## src/rtl/matrix_traverse_pkg.sv

```systemverilog
// rtl/matrix_traverse_pkg.sv - shared enums for the matrix traversal block
// Traversal modes, control states and spiral leg directions.
package matrix_traverse_pkg;

  typedef enum logic [1:0] {
    ROW        = 2'd0,
    COL        = 2'd1,
    SPIRAL_CW  = 2'd2,
    SPIRAL_CCW = 2'd3
  } mode_t;

  typedef enum logic [1:0] {
    IDLE  = 2'd0,
    LOAD  = 2'd1,
    DRAIN = 2'd2
  } state_t;

  typedef enum logic [1:0] {
    L2R = 2'd0,
    U2D = 2'd1,
    R2L = 2'd2,
    D2U = 2'd3
  } leg_t;

endpackage

```

## src/rtl/matrix_traverse_addr_gen.sv

```systemverilog
// rtl/matrix_traverse_addr_gen.sv - read address sequencer for one matrix bank
// rd_r/rd_c name the next element to fetch; last flags that it is the final one.
module matrix_traverse_addr_gen
  import matrix_traverse_pkg::*;
#(
  parameter int R_WIDTH = 3,
  parameter int C_WIDTH = 3
) (
  input  logic               clk,
  input  logic               rst,
  input  logic               start,
  input  logic               step,
  input  logic [R_WIDTH-1:0] rows_m1,
  input  logic [C_WIDTH-1:0] cols_m1,
  input  logic [1:0]         mode,
  output logic [R_WIDTH-1:0] rd_r,
  output logic [C_WIDTH-1:0] rd_c,
  output logic               last
);

  localparam int NW = R_WIDTH + C_WIDTH + 1;

  mode_t              mode_q;
  leg_t               leg;
  logic [R_WIDTH-1:0] rows_q, top, bot;
  logic [C_WIDTH-1:0] cols_q, lft, rgt;
  logic [NW-1:0]      cnt;
  logic [NW-1:0]      total;
  logic               cw;

  assign total = (NW'(rows_m1) + NW'(1)) * (NW'(cols_m1) + NW'(1));
  assign last  = (cnt == NW'(1));
  assign cw    = (mode_q == SPIRAL_CW);

  // Leg ends hop straight onto the first element of the next leg with the
  // shrunken bound; the remaining rectangle is empty exactly when a span is,
  // so the counter always stops the walk before an empty leg is entered.
  always_ff @(posedge clk or posedge rst) begin
    if (rst) begin
      mode_q <= ROW;
      leg    <= L2R;
      rows_q <= '0;
      cols_q <= '0;
      top    <= '0;
      bot    <= '0;
      lft    <= '0;
      rgt    <= '0;
      rd_r   <= '0;
      rd_c   <= '0;
      cnt    <= '0;
    end else if (start) begin
      mode_q <= mode_t'(mode);
      leg    <= (mode_t'(mode) == SPIRAL_CCW) ? U2D : L2R;
      rows_q <= rows_m1;
      cols_q <= cols_m1;
      top    <= '0;
      bot    <= rows_m1;
      lft    <= '0;
      rgt    <= cols_m1;
      rd_r   <= '0;
      rd_c   <= '0;
      cnt    <= total;
    end else if (step) begin
      cnt <= cnt - NW'(1);
      case (mode_q)
        ROW: begin
          if (rd_c == cols_q) begin
            rd_c <= '0;
            rd_r <= rd_r + 1'b1;
          end else begin
            rd_c <= rd_c + 1'b1;
          end
        end
        COL: begin
          if (rd_r == rows_q) begin
            rd_r <= '0;
            rd_c <= rd_c + 1'b1;
          end else begin
            rd_r <= rd_r + 1'b1;
          end
        end
        default: begin
          case (leg)
            L2R, R2L: begin
              if (rd_c == ((leg == L2R) ? rgt : lft)) begin
                if ((leg == L2R) == cw) begin
                  top  <= top + 1'b1;
                  rd_r <= top + 1'b1;
                  leg  <= U2D;
                end else begin
                  bot  <= bot - 1'b1;
                  rd_r <= bot - 1'b1;
                  leg  <= D2U;
                end
              end else begin
                rd_c <= (leg == L2R) ? rd_c + 1'b1 : rd_c - 1'b1;
              end
            end
            default: begin
              if (rd_r == ((leg == U2D) ? bot : top)) begin
                if ((leg == U2D) == cw) begin
                  rgt  <= rgt - 1'b1;
                  rd_c <= rgt - 1'b1;
                  leg  <= R2L;
                end else begin
                  lft  <= lft + 1'b1;
                  rd_c <= lft + 1'b1;
                  leg  <= L2R;
                end
              end else begin
                rd_r <= (leg == U2D) ? rd_r + 1'b1 : rd_r - 1'b1;
              end
            end
          endcase
        end
      endcase
    end
  end

endmodule

```

## src/rtl/matrix_traverse.sv

```systemverilog
// rtl/matrix_traverse.sv - buffers a row-major matrix stream and replays it in a selected order
// MATRIX_TRAVERSE_PINGPONG_EN selects two banks with independent load and drain.
module matrix_traverse
  import matrix_traverse_pkg::*;
#(
  parameter int DATA_WIDTH = 8,
  parameter int R_WIDTH    = 3,
  parameter int C_WIDTH    = 3
) (
  input  logic                  clk,
  input  logic                  rst,
  input  logic [R_WIDTH-1:0]    cfg_rows_m1,
  input  logic [C_WIDTH-1:0]    cfg_cols_m1,
  input  logic [1:0]            cfg_mode,
  input  logic [DATA_WIDTH-1:0] in_data,
  input  logic                  in_valid,
  output logic                  in_ready,
  output logic [DATA_WIDTH-1:0] out_data,
  output logic                  out_valid,
  input  logic                  out_ready,
  output logic                  out_last,
  output logic                  busy
);

  localparam int MAX_R = 2 ** R_WIDTH;
  localparam int MAX_C = 2 ** C_WIDTH;
`ifdef MATRIX_TRAVERSE_PINGPONG_EN
  localparam int   NB = 2;
  localparam logic PP = 1'b1;
`else
  localparam int   NB = 1;
  localparam logic PP = 1'b0;
`endif

  logic [DATA_WIDTH-1:0] mem [NB][MAX_R][MAX_C];

  state_t                ld_state;
  logic [R_WIDTH-1:0]    wr_r, ld_rows_m1, eff_r, eff_rows, f_r;
  logic [C_WIDTH-1:0]    wr_c, ld_cols_m1, eff_c, eff_cols, f_c;
  logic                  wb, wb_nxt, rb, cand, fb;
  logic [NB-1:0]         full, full_nxt, ag_start, ag_step, ag_last;
  logic [R_WIDTH-1:0]    ag_r [NB];
  logic [C_WIDTH-1:0]    ag_c [NB];
  logic                  in_fire, first_beat, wr_done;
  logic                  out_fire, dr_end, launch, fetch, f_last;
  logic [DATA_WIDTH-1:0] f_data;

  assign in_fire    = in_valid && in_ready;
  assign first_beat = in_fire && (ld_state == IDLE);
  assign eff_rows   = first_beat ? cfg_rows_m1 : ld_rows_m1;
  assign eff_cols   = first_beat ? cfg_cols_m1 : ld_cols_m1;
  assign eff_r      = first_beat ? '0 : wr_r;
  assign eff_c      = first_beat ? '0 : wr_c;
  assign wr_done    = in_fire && (eff_r == eff_rows) && (eff_c == eff_cols);

  // A bank becomes drainable on the same edge its last element lands, which
  // gives one-cycle latency and lets the next bank follow with no bubble.
  assign out_fire = out_valid && out_ready;
  assign dr_end   = out_fire && out_last;
  assign cand     = out_valid ? (rb ^ PP) : rb;
  assign launch   = (!out_valid || dr_end) &&
                    ((full[cand] && !(out_valid && (cand == rb))) || (wr_done && (wb == cand)));
  assign fetch    = launch || (out_fire && !out_last);
  assign fb       = launch ? cand : rb;
  assign f_r      = launch ? '0 : ag_r[fb];
  assign f_c      = launch ? '0 : ag_c[fb];
  assign f_last   = (launch && first_beat && (wb == cand)) ? 1'b1 : ag_last[fb];
  assign f_data   = (in_fire && (wb == fb) && (eff_r == f_r) && (eff_c == f_c)) ?
                    in_data : mem[fb][f_r][f_c];

  assign busy = (ld_state != IDLE) || (|full) || out_valid;

  always_comb begin
    full_nxt = full;
    if (dr_end)  full_nxt[rb] = 1'b0;
    if (wr_done) full_nxt[wb] = 1'b1;
    wb_nxt = wr_done ? (wb ^ PP) : wb;
    for (int b = 0; b < NB; b++) begin
      ag_start[b] = first_beat && (wb == b[0]);
      ag_step[b]  = fetch && (fb == b[0]);
    end
  end

  for (genvar b = 0; b < NB; b++) begin : g_bank
    matrix_traverse_addr_gen #(
      .R_WIDTH (R_WIDTH),
      .C_WIDTH (C_WIDTH)
    ) u_addr_gen (
      .clk     (clk),
      .rst     (rst),
      .start   (ag_start[b]),
      .step    (ag_step[b]),
      .rows_m1 (cfg_rows_m1),
      .cols_m1 (cfg_cols_m1),
      .mode    (cfg_mode),
      .rd_r    (ag_r[b]),
      .rd_c    (ag_c[b]),
      .last    (ag_last[b])
    );
  end

  always_ff @(posedge clk) begin
    if (in_fire) mem[wb][eff_r][eff_c] <= in_data;
  end

  always_ff @(posedge clk or posedge rst) begin
    if (rst) begin
      ld_state   <= IDLE;
      wr_r       <= '0;
      wr_c       <= '0;
      ld_rows_m1 <= '0;
      ld_cols_m1 <= '0;
      wb         <= 1'b0;
      full       <= '0;
      in_ready   <= 1'b0;
    end else begin
      full     <= full_nxt;
      wb       <= wb_nxt;
      in_ready <= !full_nxt[wb_nxt];
      case (ld_state)
        IDLE, LOAD: begin
          if (in_fire) begin
            if (ld_state == IDLE) begin
              ld_rows_m1 <= cfg_rows_m1;
              ld_cols_m1 <= cfg_cols_m1;
            end
            if (wr_done) begin
              wr_r     <= '0;
              wr_c     <= '0;
              ld_state <= PP ? IDLE : DRAIN;
            end else begin
              ld_state <= LOAD;
              if (eff_c == eff_cols) begin
                wr_c <= '0;
                wr_r <= eff_r + 1'b1;
              end else begin
                wr_c <= eff_c + 1'b1;
                wr_r <= eff_r;
              end
            end
          end
        end
        DRAIN:   if (dr_end) ld_state <= IDLE;
        default: ld_state <= IDLE;
      endcase
    end
  end

  always_ff @(posedge clk or posedge rst) begin
    if (rst) begin
      out_valid <= 1'b0;
      out_last  <= 1'b0;
      out_data  <= '0;
      rb        <= 1'b0;
    end else if (fetch) begin
      out_valid <= 1'b1;
      out_data  <= f_data;
      out_last  <= f_last;
      rb        <= fb;
    end else if (dr_end) begin
      out_valid <= 1'b0;
      out_last  <= 1'b0;
      rb        <= rb ^ PP;
    end
  end

endmodule

```

## config.mk

```make
export PLATFORM = sky130hd
export DESIGN_NAME = matrix_traverse
export DESIGN_NICKNAME = d
export VERILOG_FILES = /design/src/rtl/matrix_traverse_pkg.sv /design/src/rtl/matrix_traverse_addr_gen.sv /design/src/rtl/matrix_traverse.sv
export SDC_FILE = /design/constraint.sdc
export NUM_CORES = 1
export LEC_CHECK = 0
export BUFFER_PORTS_ARGS = -buffer_cell sky130_fd_sc_hd__buf_4
export CAP_MARGIN = 5
export CORE_ASPECT_RATIO = 1.1
export CORE_MARGIN = 5
export CORE_UTILIZATION = 41
export DETAILED_ROUTE_END_ITERATION = 12
export HOLD_SLACK_MARGIN = 0.05
export PLACE_DENSITY = 0.58
export SKIP_LAST_GASP = 1
export SYNTH_ARGS = -nofsm -noshare
export SYNTH_HDL_FRONTEND = slang
export SYNTH_SLANG_ARGS = --single-unit
```

## constraint.sdc

```tcl
create_clock -name clk -period 2.71 [get_ports clk]
set_input_delay 0.1355 -clock clk [delete_from_list [all_inputs] [get_ports clk]]
set_output_delay 0.1355 -clock clk [all_outputs]
set_load 0.005 [all_outputs]
```

==> Word-level counts from Yosys, hierarchy flattened <==
Memory sizes are Yosys's and may differ from the RTL's.
Index checks and enable logic that the tools add are counted.
{ "op_classes": {"add_sub_neg": 13, "mul": 1, "order_cmp": 6, "n_eq_ne": 30, "muxes": 90, "bitwise": 4, "n_reduce_logical": 48} }
{ "ops": {"columns": ["operator", "count"], "rows": [
  ["2-to-1 mux 512 bit", 1],
  ["binary-select mux 64 bit (select 3 bit)", 1],
  ["demux 64 bit (select 3 bit)", 1],
  ["2-to-1 mux 64 bit", 3],
  ["2-to-1 mux 3 bit", 54],
  ["2-to-1 mux 8 bit", 4],
  ["binary-select mux 8 bit (select 3 bit)", 1],
  ["demux 8 bit (select 3 bit)", 1],
  ["equality test 3 bit", 8],
  ["2-to-1 mux 2 bit", 11],
  ["AND reduction 5 bit", 4],
  ["adder 3 x 1 -> 3 bit, second input constant", 6],
  [">= comparator 4 bit, second input constant", 4],
  ["inverter 3 -> 4 bit", 4],
  ["nonzero test 2 bit", 8],
  ["logical AND 1 bit", 14],
  ["2-to-1 mux 7 bit", 2],
  ["one-hot mux 3 bit (2 select lines)", 2],
  ["AND reduction 4 bit", 3],
  ["subtractor 3 x 1 -> 3 bit, second input constant", 4],
  ["!= test 2 bit, second input constant", 5],
  ["!= test 5 bit, second input constant", 2],
  ["!= test 3 x 2 -> 1 bit, second input constant", 3],
  ["adder 3 x 1 -> 4 bit, second input constant", 2],
  ["19 further kinds", 44]
]} }
{ "totals": {"ff_bits": 61, "ram_bits": 512, "in_bits": 20, "output_inout_bits": 12, "mem_count": 1} }
{ "memory_table": {"columns": ["memory", "depth", "width", "read_ports", "rd_clocked_by_memory_dff", "wr", "line_no", "rtl"], "rows": [
  ["mem", 1, 512, 1, 0, 1, "matrix_traverse.sv:35", "logic [DATA_WIDTH-1:0] mem [NB][MAX_R][MAX_C];"]
]} }

==> Longest topological paths before layout <==
Gate-level depths: netlist of run 1.
{ "logic_depth": {"depth_word": 17, "depth_mapped": 12, "depth_no_buf": 12} }

==> Hierarchy <==
From an unflattened synthesis of run 1, not the netlist that was laid out.
{ "unflattened": {"hier_cells": 1914, "hier_area_um2": 26063.7} }
{ "by_module_without_submodules": {"columns": ["mod", "instances", "cells_per_inst", "area_each_um2", "seq_area_each_um2"], "rows": [
  ["matrix_traverse", 1, 1576, 23117.2, 16025.4],
  ["matrix_traverse_addr_gen", 1, 338, 2946.6, 875.8]
]} }

==> Least setup slack after synthesis of run 1 <==
OpenSTA, ideal clock, no wires.
{ "synth_timing": {"kind": "reg-to-reg", "from": "register wr_r[1]", "to": "register out_data[3]", "setup_ns": 0.077, "arrival_time_ns": 2.673, "path_slack_ns": -0.040, "path_stages_with_launch": 11, "path_buffers": 2, "cell_sequence": "dfrtp_1 -> buf_2 -> xor2_1 -> or4_4 -> a211oi_4 -> a21oi_2 -> buf_2 -> mux2i_1 -> o221a_2 -> a221o_1 -> a21oi_1"} }
{ "synth_via": {"elab_chain_len": 15, "elab_cells_between_ends": 22, "classes_between": "eq/ne: 3; mux: 10; bitwise: 2; reduce/logical: 7"} }
{ "synth_lines": {"columns": ["element", "line_no", "rtl"], "rows": [
  ["from (decl)", "matrix_traverse.sv:38", "logic [R_WIDTH-1:0] wr_r, ld_rows_m1, eff_r, eff_rows, f_r;"],
  ["from (signal assigned)", "matrix_traverse.sv:135", "wr_r <= eff_r + 1'b1;"],
  ["from (signal assigned)", "matrix_traverse.sv:138", "wr_r <= eff_r;"],
  ["2-to-1 mux 3 bit *", "matrix_traverse.sv:52", "assign eff_r = first_beat ? '0 : wr_r;"],
  ["equality test 3 bit", "matrix_traverse.sv:54", "assign wr_done = in_fire && (eff_r == eff_rows) && (eff_c == eff_cols);"],
  ["logical AND 1 bit (2 in series)", "matrix_traverse.sv:54", null],
  ["logical OR 1 bit", "matrix_traverse.sv:62", "((full[cand] && !(out_valid && (cand == rb))) || (wr_done && (wb == cand)));"],
  ["logical AND 1 bit", "matrix_traverse.sv:61", "assign launch = (!out_valid || dr_end) &&"],
  ["2-to-1 mux 3 bit", "matrix_traverse.sv:65", "assign f_r = launch ? '0 : ag_r[fb];"],
  ["inverter 3 -> 4 bit (not written as such)", "matrix_traverse.sv:69", "in_data : mem[fb][f_r][f_c];"],
  ["binary-select mux 64 bit (select 3 bit)", "matrix_traverse.sv:69", null],
  ["2-to-1 mux 64 bit (not written as such) (2 in series)", "matrix_traverse.sv:69", null],
  ["binary-select mux 8 bit (select 3 bit)", "matrix_traverse.sv:69", null],
  ["2-to-1 mux 8 bit (not written as such) (2 in series)", "matrix_traverse.sv:69", null],
  ["2-to-1 mux 8 bit", "matrix_traverse.sv:68", "assign f_data = (in_fire && (wb == fb) && (eff_r == f_r) && (eff_c == f_c)) ?"],
  ["to (signal assigned)", "matrix_traverse.sv:157", "out_data <= f_data;"],
  ["to (decl)", "matrix_traverse.sv:18", "output logic [DATA_WIDTH-1:0] out_data,"]
]} }
Every way passes the cells marked *; elsewhere a longest branch is shown, timed or not. The select of a mux whose other input is x is not followed.
A chain may end at the register's enable or synchronous reset.

==> Final worst setup path of run 1 <==
{ "layout_timing": {"from": "register wr_r[2]", "to": "register out_data[2]"} }
The elaborated chain is that of the path after synthesis.

==> out/results.tsv, run 1 <==
metric	value	unit
hp-class	in2reg	
clock-sinks	567	
port_buffers	31	
overflow	0	
slowest_stage	or4_4	
rsz0062_at_grt	yes	
worst-path-buf-inv	2	
area_delta_synth_final	21.7	%
synth_async_sr_flop_share	0.0970	
path_clk_slew	60	ps
final_common_cell	edfxtp_1	
h-tree-depth	2	
setup_violations	13	
ir_drop	655	uV
grt_max_degree	66	
drv_slew	0	
reg2reg_depth	10	
dieArea	65400	sq um
worstSetupEndpointType	flop	
drv_cap	0	
cts_tree	done	
core_region_area	59900	sq um
via_count	16100	
clk_latency	640	ps
drc	0	
ys_seq_elements	567	
start_util	0.414	
maxSlewHeadroom	0.303	
first_pass_iters	6	
drtIter0Drc	1709	
crit_fanout	6	
start_kind	flop	
tightest_slew	1040	ps
dpl.hpwl	46800	um
mostFrequentLayoutCells	edfxtp_1, buf_4, nor2_1, mux2i_1, nand2_1	
grt_pass1_wl	106000	um
cp_num_cells	10	
timing.final.crit_share	1.13	
antenna_found_initial	0	
powerDensity	1020	nW/um^2
synth_area	24800	sq um
fin_util	0.503	
fmax	327	MHz
synthFlopType	edfxtp_1	
crit_family	compound AO/OA/AOI/OAI gates	
globalplace.congestion	0.986	
finalHoldViolCount	0	
routed_wirelength	71600	um
wl_per_cell	25.9	um
worst_clock_skew	29.9	ps
outcome	complete, but fails checks	
synth_edf_count	512	
yosysUniqueCellTypes	77	
layout.cells.non_filler	2768	
worstSetupPathType	reg2reg	
vias_per_cell	5.82	
ant_nets	0	
io_pins	32	
holdPathStages	1	
die_h	268	um
worst_slack	-345	ps
diodes	0	
avgSynthCellArea	14.7	sq um
yosysWarnings	0	
clockRootBuffer	clkbuf_16	
drive_above_1_share	0.270	
p_total	30.8	mW
die_w	244	um
clock_path_buffers	3	
dp_cells	2623	
grt_usage	0.214	
cp_data_required_time	3230	ps
holdWs	108	ps
crit_chain	xor2_1 > or4_4 > a211oi_4 > buf_12 > a21oi_4 > buf_6 > a222oi_1 > a2bb2oi_2 > and4_4 > a21oi_2	
min_period	3050	ps
numCtsBuffers	60	
violations	setup timing	
nets	2003	
synth_fp_nets	1734	
grt_pass1_vias	16000	
std_cell_rows	94	
synthCells	1686	
synth-seq-area-share	0.677	
p_leak	10.7	nW
slowest_delay	540	ps
crit_arrival	3580	ps
metrics by stage:
stage / cell area (sq um) / TNS (ps) / setup slack, ps
5_1_grt: 30100 / -4540 / -425
3_3_place_gp: 27500 / -5130 / -721
2_1_floorplan: 24800 / -113 / -22.6
6_report: 30100 / -2630 / -345
4_1_cts: 29900 / -3650 / -303
3_5_place_dp: 27500 / -5470 / -748
synth_stat cells (23+ instances only):
cell	count	area share
xor2_1	28	0.0099
o221ai_1	23	0.0081
xnor2_1	26	0.0092
o2bb2ai_1	27	0.0096
o211ai_1	24	0.0073
clkbuf_1	55	0.0083
edfxtp_1	512	0.62
mux2i_1	89	0.036
nor3_1	23	0.0046
ha_1	24	0.012
o21ai_0	56	0.011
mux2_2	29	0.013
inv_1	48	0.0073
mux4_2	41	0.037
dfrtp_1	55	0.056
o22ai_1	26	0.0066
nand2_1	87	0.013
nor2_1	155	0.023
a21oi_1	52	0.011
nand3_1	26	0.0053
area by class of cell:
class / count / area, sq um
flip-flops and latches: 567 / 16800
multi-input cells: 967 / 7760
clock inverters: 30 / 263
well taps: 768 / 961
fillers: 5048 / 29700
inverters: 51 / 191
repair buffers: 308 / 2620
clock buffers: 77 / 1580
state kept, by name, indices dropped and copies added, names as in the netlist, 3 cells and up:
register                flops
ld_rows_m1                  3
g_bank.u_addr_gen.top       3
mem                       512
g_bank.u_addr_gen.cnt       7
ld_cols_m1                  3
wr_r                        3
g_bank.u_addr_gen.lft       3
out_data                    8
g_bank.u_addr_gen.rgt       3
g_bank.u_addr_gen.rd_c      3
wr_c                        3
g_bank.u_addr_gen.bot       3
g_bank.u_addr_gen.rd_r      3
final timing paths:
| check | end | from | slack (ps) |
|---|---|---|---|
| worst max-delay path | out_data[2] | wr_r[2] | -340 |
| worst min-delay path | mem[0][502] | in_data[6] | 110 |
| worst max register to register | out_data[2] | wr_r[2] | -340 |
| worst min register to register | full | full | 560 |
| max in group asynchronous | g_bank[0].u_addr_gen.rd_r[2] | rst | 1390 |
| min in group asynchronous | g_bank[0].u_addr_gen.rgt[1] | rst | 620 |
report_power, final:
group          internal (mW)  switching (mW)  total, mW
Clock                   4.39            3.39       7.78
Sequential              10.1           0.545       10.6
Combinational           5.13            7.25       12.4
Total                   19.6            11.2       30.8
timing repair:
| action | 4_1_cts | 5_1_grt |
|---|---|---|
| gates cloned | 2 | 2 |
| endpoints found under the hold margin | 76 | 0 |
| gates resized for setup | 34 | 50 |
| hold buffers | 11 | 0 |
| setup endpoints to repair | 11 | 62 |
| pin swaps | 18 | 16 |
| setup buffers | 18 | 7 |
kinds of logic after synthesis:
group                    Yosys count  synth area share
flip-flops                       567             0.677
AO/OA/AOI/OAI                    363             0.108
AND/OR/NAND/NOR                  362            0.0684
multiplexers                     159            0.0865
buffers and inverters            153            0.0261
XOR/XNOR                          54            0.0191
adder cells (fa/ha/maj)           28            0.0154
metal layers:
layer / GRT usage / routed length [um] / part of all wire
met3: 0.0355 / 5060 / 0.071
met5: 0 / 0 / 0
met1: 0.290 / 29400 / 0.41
met4: 0.0856 / 3040 / 0.042
met2: 0.350 / 34100 / 0.48
Note: power is estimated with default switching activity, not from simulation.
==> inputs of run 2 (changes only) <==
--- a/config.mk
+++ b/config.mk
@@ -9,11 +9,12 @@
 export CAP_MARGIN = 5
 export CORE_ASPECT_RATIO = 1.1
 export CORE_MARGIN = 5
-export CORE_UTILIZATION = 41
+export CORE_UTILIZATION = 55
 export DETAILED_ROUTE_END_ITERATION = 12
 export HOLD_SLACK_MARGIN = 0.05
-export PLACE_DENSITY = 0.58
+export PLACE_DENSITY = 0.74
 export SKIP_LAST_GASP = 1
 export SYNTH_ARGS = -nofsm -noshare
 export SYNTH_HDL_FRONTEND = slang
+export SYNTH_HIERARCHICAL = 1
 export SYNTH_SLANG_ARGS = --single-unit
==> run 2 against run 1 <==
The flow still finishes with violations (setup timing). Combinational power about the same. Design area grew 4.8%. Sequential share of layout area down 2.1 points. Core utilization is 17 points higher. Flip-flop and latch count up 6. Sequential power hardly changed. Wire length up 2.1%. Synthesized cell count up 14%. Synthesized area increased by 5.3%. Maximum frequency decreased by 0.20%. First-iteration DRC count up 42%. Largest power group unchanged.
==> out/results.tsv, run 2 <==
metric	value	unit	change
r2r_setup_slack	-350	ps	about the same
diodes	0		unchanged
vias_per_cell	6.41		+10%
fmax	327	MHz	-0.20%
ys_top_cells_by_area	edfxtp_1, dfrtp_1, mux2_2		
largest_reg_flops	512		unchanged
avgSynthCellArea	13.6	sq um	-7.3%
h-tree-depth	2		unchanged
grt_pass1_wl	109000	um	+3.3%
worstSetupEndpointType	flop		
synthCells	1914		+14%
grt_max_degree	66		unchanged
yosysTopAreaCellShare	0.590		-0.0311
wl_per_cell	25.7	um	-0.67%
numCtsBuffers	55		-8.3%
clock_path_buffers	3		unchanged
port_buffers	31		unchanged
cts_tree	done		
start_util	0.556		+0.143
nFillCells	3168		-37%
violations	setup timing		
antenna_found_initial	0		unchanged
worst_clock_skew	42.5	ps	+12.6 ps
std_cell_rows	83		-12%
start_kind	flop		
p_leak	11.0	nW	+2.7%
worstSetupPathType	reg2reg		
die_h	238	um	-11%
tightest_slew	1150	ps	+113 ps
crit_fanout	8		+2
drv_cap	0		unchanged
fin_tns_setup	-7830	ps	-5200 ps
p_total	30.9	mW	+0.26%
synth_commonest_cells	edfxtp_1, nor2_1, nand2_1		
clk_latency	640	ps	about the same
hp-class	in2reg		
mostFrequentLayoutCells	edfxtp_1, buf_4, nor2_1, nand2_1, a21oi_1		
first_pass_iters	8		+2
dieArea	51800	sq um	-21%
drv_slew	0		unchanged
crit_arrival	3610	ps	+30 ps
dpl.hpwl	46800	um	about the same
crit_top_cell	buf_6		
outcome	complete, but fails checks		
ir_drop	582	uV	-11%
synth-seq-area-share	0.648		-0.0281
drive_above_1_share	0.264		-0.00591
yosys.area.top_type	edfxtp_1		
largestRegisters	mem x512, out_data x8, g_bank.u_addr_gen/cnt x7		
ant_nets	0		unchanged
crit_chain	nand4bb_1 > buf_4 > or3_4 > a221o_1 > buf_12 > o21ai_4 > buf_6 > buf_6 > o22ai_2 > o211ai_1 > nand4b_1 > a311oi_2		
overflow	0		unchanged
clockRootBuffer	clkbuf_16		
top_register	mem		
path_clk_slew	70	ps	about the same
rsz0062_at_grt	yes		
area_delta_synth_final	21.2	%	
final_common_cell	edfxtp_1		
clock-sinks	573		+1.1%
nets	2213		+10%
grt_usage	0.276		+0.0618
powerDensity	977	nW/um^2	-4.4%
min_period	3060	ps	+6.28 ps
synth_fp_nets	1962		+13%
pre_cts_slack	-484	ps	+264 ps
io_pins	32		unchanged
maxSlewHeadroom	0.231		-0.0722
cp_data_required_time	3260	ps	+30 ps
slowest_stage	dfrtp_1		
fin_util	0.674		+0.171
grt_pass1_vias	17800		+11%
ys_seq_elements	573		+1.1%
via_count	18200		+13%
crit_family	compound AO/OA/AOI/OAI gates		
die_w	218	um	-11%
synth_edf_count	512		unchanged
worst_slack	-351	ps	-6.28 ps
drc	0		unchanged
timing.final.crit_share	1.13		+0.00232
yosysUniqueCellTypes	94		+22%
drtIter0Drc	2432		+42%
core_region_area	46800	sq um	-22%
synth_area	26100	sq um	+5.3%
yosysWarnings	6		+6
worst-path-buf-inv	4		+2
post-synth-top-count-cell	edfxtp_1		
finalHoldViolCount	0		unchanged
synthFlopType	edfxtp_1		
globalplace.congestion	0.943		-4.3%
synth_async_sr_flop_share	0.106		+0.00946
setup_violations	35		+22
routed_wirelength	73100	um	+2.1%
slowest_delay	370	ps	-170 ps
run 2: cell types whose count changed after synthesis, sizes merged, moves of 12 or more:
| cell | delta |
|---|---|
| mux4 | -12 |
| a211oi | +18 |
| a2111oi | +23 |
| a21oi | +33 |
| clkbuf | +25 |
| mux2 | +32 |
| nand4 | +20 |
| o21ai | +30 |
| mux2i | -30 |
| o2bb2ai | -26 |
| a222oi | -19 |
| nand2 | +41 |
| o2111ai | +20 |
run 2: metal layers:
metal  wire, um  track usage  up-vias  part of all wire
met2      34200        0.439     1089              0.47
li1           -            -     7920                 -
met3       7160       0.0561      212             0.098
met1      28500        0.380     9019              0.39
met5          0            0        -                 0
met4       3310        0.108        0             0.045
run 2: path summary, 6_finish.rpt:
path	startpoint	depth (start not counted)	endpoint
min reg2reg	ld_rows_m1[1]	2	ld_rows_m1[1]
max reg2reg	ld_state[1]	12	out_data[7]
min in group asynchronous	rst	3	g_bank[0].u_addr_gen/cnt[6]
max in group asynchronous	rst	3	wr_r[1]
min	in_data[3]	1	mem[0][371]
max	ld_state[1]	12	out_data[7]
run 2: final cells by class:
cell class | count | area, sq um | share of cell area
inverter | 57 | 221 | 0.00701
clock buffer | 65 | 1410 | 0.0448
multi-input combinational | 1157 | 8920 | 0.282
tap | 637 | 797 | 0.0252
sequential | 573 | 16900 | 0.535
timing repair buffer | 321 | 2940 | 0.0930
clock inverter | 35 | 389 | 0.0123
run 2: cell families (layout without fill, tap and decap cells):
family / count (synthesis) / in the layout / synth area share
flip-flops: 573 / 573 / 0.648
AND/OR/NAND/NOR: 468 / 468 / 0.0859
AO/OA/AOI/OAI: 455 / 456 / 0.127
buffers and inverters: 185 / 478 / 0.0304
multiplexers: 149 / 149 / 0.0746
XOR/XNOR: 56 / 56 / 0.0191
adder cells (fa/ha/maj): 28 / 28 / 0.0146
run 2: timing repair:
| item | 4_1_cts | 5_1_grt |
|---|---|---|
| resized for setup | 53 | 61 |
| endpoints found under the hold margin | 137 | 0 |
| pin swaps | 29 | 27 |
| setup endpoints to repair | 34 | 43 |
| buffers inserted | 16 | 16 |
| hold buffers | 14 | 0 |
| gates cloned | 7 | 2 |
run 2: per-stage QoR:
stage / hold WS [ps] / cell area (sq um) / instances
final: 91.8 / 31600 / 2845
after global placement: 357 / 28600 / 2690
after CTS: 93.7 / 31100 / 2827
after global routing: 85.8 / 31600 / 2845
after detailed placement: 363 / 28600 / 2690
after floorplan: 176 / 26200 / 1914
run 2: power by group:
part	leakage [nW]	internal (mW)	switching (mW)	total, mW
registers	5.33	10.2	0.681	10.9
clock network	0.886	4.40	3.29	7.69
logic	4.75	5.18	7.09	12.3
